## config.mk

```make
export PLATFORM = sky130hd
export DESIGN_NAME = comparator
export DESIGN_NICKNAME = d
export VERILOG_FILES = /design/src/rtl/comparator.sv
export SDC_FILE = /design/constraint.sdc
export NUM_CORES = 1
export LEC_CHECK = 0
export BUFFER_PORTS_ARGS = -buffer_cell sky130_fd_sc_hd__buf_4
export CORE_AREA = 2 2 39 41
export CTS_CLUSTER_SIZE = 28
export DETAILED_ROUTE_END_ITERATION = 10
export DIE_AREA = 0 0 41 43
export PLACE_DENSITY = 0.31
export REMOVE_ABC_BUFFERS = 1
export SYNTH_ARGS = -nofsm -noshare
export SYNTH_HDL_FRONTEND = slang
export SYNTH_SLANG_ARGS = --single-unit
export TNS_END_PERCENT = 30
```

## constraint.sdc

```tcl
create_clock -name CLOCK_50 -period 1.2 [get_ports CLOCK_50]
set_clock_uncertainty 0.05 [all_clocks]
set_input_delay 0.24 -clock CLOCK_50 [delete_from_list [all_inputs] [get_ports CLOCK_50]]
set_output_delay 0.24 -clock CLOCK_50 [all_outputs]
set_load 0.03 [all_outputs]
```

## src/rtl/comparator.sv

```systemverilog
// Unsigned WIDTH-bit magnitude comparator with combinational flags and
// one-cycle registered copies for pipelined consumers.
module comparator #(
  parameter int WIDTH = 2
) (
  input  logic             CLOCK_50,
  input  logic             reset,
  input  logic [WIDTH-1:0] A,
  input  logic [WIDTH-1:0] B,
  output logic             out,
  output logic             lt,
  output logic             gt,
  output logic             out_q,
  output logic             lt_q,
  output logic             gt_q
);

  logic eq_next;
  logic lt_next;
  logic gt_next;
  logic eq_reg;
  logic lt_reg;
  logic gt_reg;

  // The equality path feeds same-cycle counting logic, so keep it combinational.
  always_comb begin
    eq_next = (A == B);
    lt_next = (A < B);
    gt_next = (A > B);
  end

  assign out = eq_next;
  assign lt  = lt_next;
  assign gt  = gt_next;

  // Reset wins over capture; every non-reset edge samples the current flags.
  always_ff @(posedge CLOCK_50) begin
    if (reset) begin
      eq_reg <= 1'b0;
      lt_reg <= 1'b0;
      gt_reg <= 1'b0;
    end else begin
      eq_reg <= eq_next;
      lt_reg <= lt_next;
      gt_reg <= gt_next;
    end
  end

  assign out_q = eq_reg;
  assign lt_q  = lt_reg;
  assign gt_q  = gt_reg;

endmodule

```

==> qor.log <==
qor: run_status.status finished with violations
qor: run_status.failing_checks setup timing
qor: critical_path.crit_path_end_kind primary output
qor: finish.fin_util 27.8%
qor: sta.layout_min_cycle_time 1.27 ns
qor: finish.regArea 60.1 sq um
qor: detailed_routing.drt_pre_antenna_iters 1
qor: detailed_routing.vias 170
qor: sta.final-hold-violation-count 0
qor: critical_path.worst_path_maximum_fanout 3
qor: clock_network.cts_buffers 3
qor: critical_path.cp_slowest_cell sky130_fd_sc_hd__ha_4
qor: sta.fmax 0.790 GHz
qor: clock_network.root_buffer sky130_fd_sc_hd__clkbuf_4
qor: place.gpl.final_weighted_congestion 0.610
qor: logic_synthesis.synthCells 15
qor: detailed_routing.vias_per_cell 3.33
qor: power_and_ir_drop.static_leakage 0.182 nW
qor: logic_synthesis.post_synth_instance_area 163 sq um
qor: clock_network.cts_tree built
qor: finish.areaGrowthSynthToFinish 136%
qor: run.drv_cap 0
qor: global_route.first_global_vias 201
qor: critical_path.cp_data_arrival_time 0.98 ns
qor: logic_synthesis.ys_types 10
qor: die.top_level_ports 12
qor: sta.maxSlewViolCount 0
qor: critical_path.crit_path_cell_trace buf_6, inv_4, ha_4, and2_4, a21oi_2, buf_6
qor: place.hpwl 320 microns
qor: sta.rsz_0062_raised_after_global_routing true
qor: power_and_ir_drop.power.total 0.000462 W
qor: global_route.groute.usage.overall 6.80%
qor: clock_network.cts.sink_count 3
qor: finish.filler_cell_count 155
qor: clock_network.cts_max_level 1
qor: critical_path.cp-start-kind primary input
qor: detailed_routing.drt_drc_violations_left 0
qor: sta.finalSetupViolations 3
qor: global_route.grt-ovfl-total 0
qor: die.die_area 1760 sq um
qor: finish.num-nets-final 44
qor: detailed_routing.initialDrtViolationCount 0
qor: finish.layout_commonest_cell sky130_fd_sc_hd__buf_4
qor: finish.final_cell_count_no_fill 51
qor: power_and_ir_drop.power_per_cell_area 1200 nW/um^2
qor: critical_path.required 0.91 ns
qor: sta.tns_setup -0.0886 ns
qor: finish.commonest_cells_after_routing_fill_and_taps_aside 11 x sky130_fd_sc_hd__buf_4, 5 x sky130_fd_sc_hd__buf_6, 3 x sky130_fd_sc_hd__clkbuf_4, 3 x sky130_fd_sc_hd__dfxtp_1
qor: die.placementRows 14
qor: critical_path.path_class in -> out
qor: global_route.grt_max_degree 4
qor: finish.drive_above_1_share 82.9%
qor: finish.n_antenna_cell 0
qor: clock_network.cts.reportedPaths.clkPinSlew 0.04 ns
qor: global_route.grt_first_pass_wirelength 738 microns
qor: critical_path.critical-path-max-stage-delay 0.19 ns
qor: clock_network.cts_buffer_depth 2
qor: logic_synthesis.ys_ff_latch 3
qor: place.buffer_ports.inserted 11
qor: logic_synthesis.syn_area_per_cell 10.8 sq um
qor: detailed_routing.wl 384 microns
qor: worst_hold_path.timing.hold.worst.class in -> reg
qor: die.floorplan.core_area 1380 sq um
qor: sta.crit_path_setup_slack_layout -0.0655 ns
qor: sta.tightestPinTransition 0.133 ns
qor: finish.area_of_the_multi_input_gates 123 sq um
qor: die.chipHeight 43 microns
qor: sta.part_of_the_cycle_the_worst_path_needs 105%
qor: die.initial_utilization 11.8%
qor: logic_synthesis.post_synthesis_sequential_area_ratio 36.9%
qor: detailed_routing.wl_per_cell 7.53 microns
qor: die.die_width 41 microns
qor: power_and_ir_drop.irDropWorstVdd 0.000218 V
qor: logic_synthesis.yosys_warnings 0
qor: global_route.number_of_antenna_violations_at_the_first_check_in_global_routing 0
qor: critical_path.crit_path_frequent_cell sky130_fd_sc_hd__buf_6
qor: place.dp_cells 46
qor: sta.timing.slew.headroom 91.1%
qor: detailed_routing.ant_nets 0
qor: sta.post_route_hold_slack 0.137 ns
-- Yosys cell counts --
master / instances / area [sq um]
sky130_fd_sc_hd__dfxtp_1: 3 / 60.1
sky130_fd_sc_hd__inv_1: 3 / 11.3
sky130_fd_sc_hd__ha_1: 2 / 25.0
sky130_fd_sc_hd__a211oi_2: 1 / 12.5
sky130_fd_sc_hd__a21oi_1: 1 / 5.00
sky130_fd_sc_hd__and2_1: 1 / 6.26
sky130_fd_sc_hd__and2_4: 1 / 8.76
sky130_fd_sc_hd__and2b_1: 1 / 7.51
sky130_fd_sc_hd__nand2b_4: 1 / 13.8
sky130_fd_sc_hd__nor3b_2: 1 / 12.5
-- logic make-up after synthesis --
logic type	synth area share [%]
compound gates	10.8
simple gates	30.0
flops	36.9
buf+inv	6.92
fa+ha+maj	15.4
-- sequential cells by signal (all words and copies together) (netlist names) --
signal and flops:
gt_q 1, lt_q 1, out_q 1
-- final timing paths --
kind | startpoint | end | slack [ns] | cells past startpoint
worst max-delay path | A[0] | gt | -0.07 | 6
worst min-delay path | reset | gt_q | 0.14 | 2
-- critical path: cells and delay by family --
family / cells / cell delay [ns]
buffers and inverters: 3 / 0.29
AOI/OAI and AO/OA: 1 / 0.11
adders and majority gates: 1 / 0.19
and+or+nand+nor: 1 / 0.16
-- layout make-up --
cell class | instances | share of cell area [%]
repair buffers | 16 | 36.2
flip-flops and latches | 3 | 15.6
clock buffers | 4 | 6.84
well taps | 16 | 5.21
inverters | 3 | 4.23
multi-input cells | 9 | 31.9
-- metrics by stage --
stage	instance area, sq um	worst slack, ns
after floorplan	163	-0.355
after global placement	295	-0.232
after detailed placement	295	-0.214
after CTS	367	-0.0947
after global routing	384	-0.109
final	384	-0.0655
-- report_power, final --
part	switching (W)	total [W]	internal (W)
Clock	0.0000519	0.000176	0.000125
Sequential	0.00000172	0.000110	0.000108
Combinational	0.0000830	0.000175	0.0000925
Total	0.000137	0.000462	0.000325
-- routing by layer --
layer / vias up / GRT usage, % / wire length [microns]
met5: - / 0 / 0
met4: 0 / 10.0 / 17
met3: 2 / 2.62 / 63
met2: 13 / 8.13 / 162
met1: 68 / 6.98 / 140
li1: 87 / - / -
-- what timing repair did --
action / 4_1_cts / 5_1_grt
hold buffers: 0 / 0
pin swaps: 4 / 3
endpoints found under the setup margin: 3 / 3
gates resized for setup: 10 / 3
setup buffers: 0 / 1
Note: power is estimated with default switching activity, not from simulation.
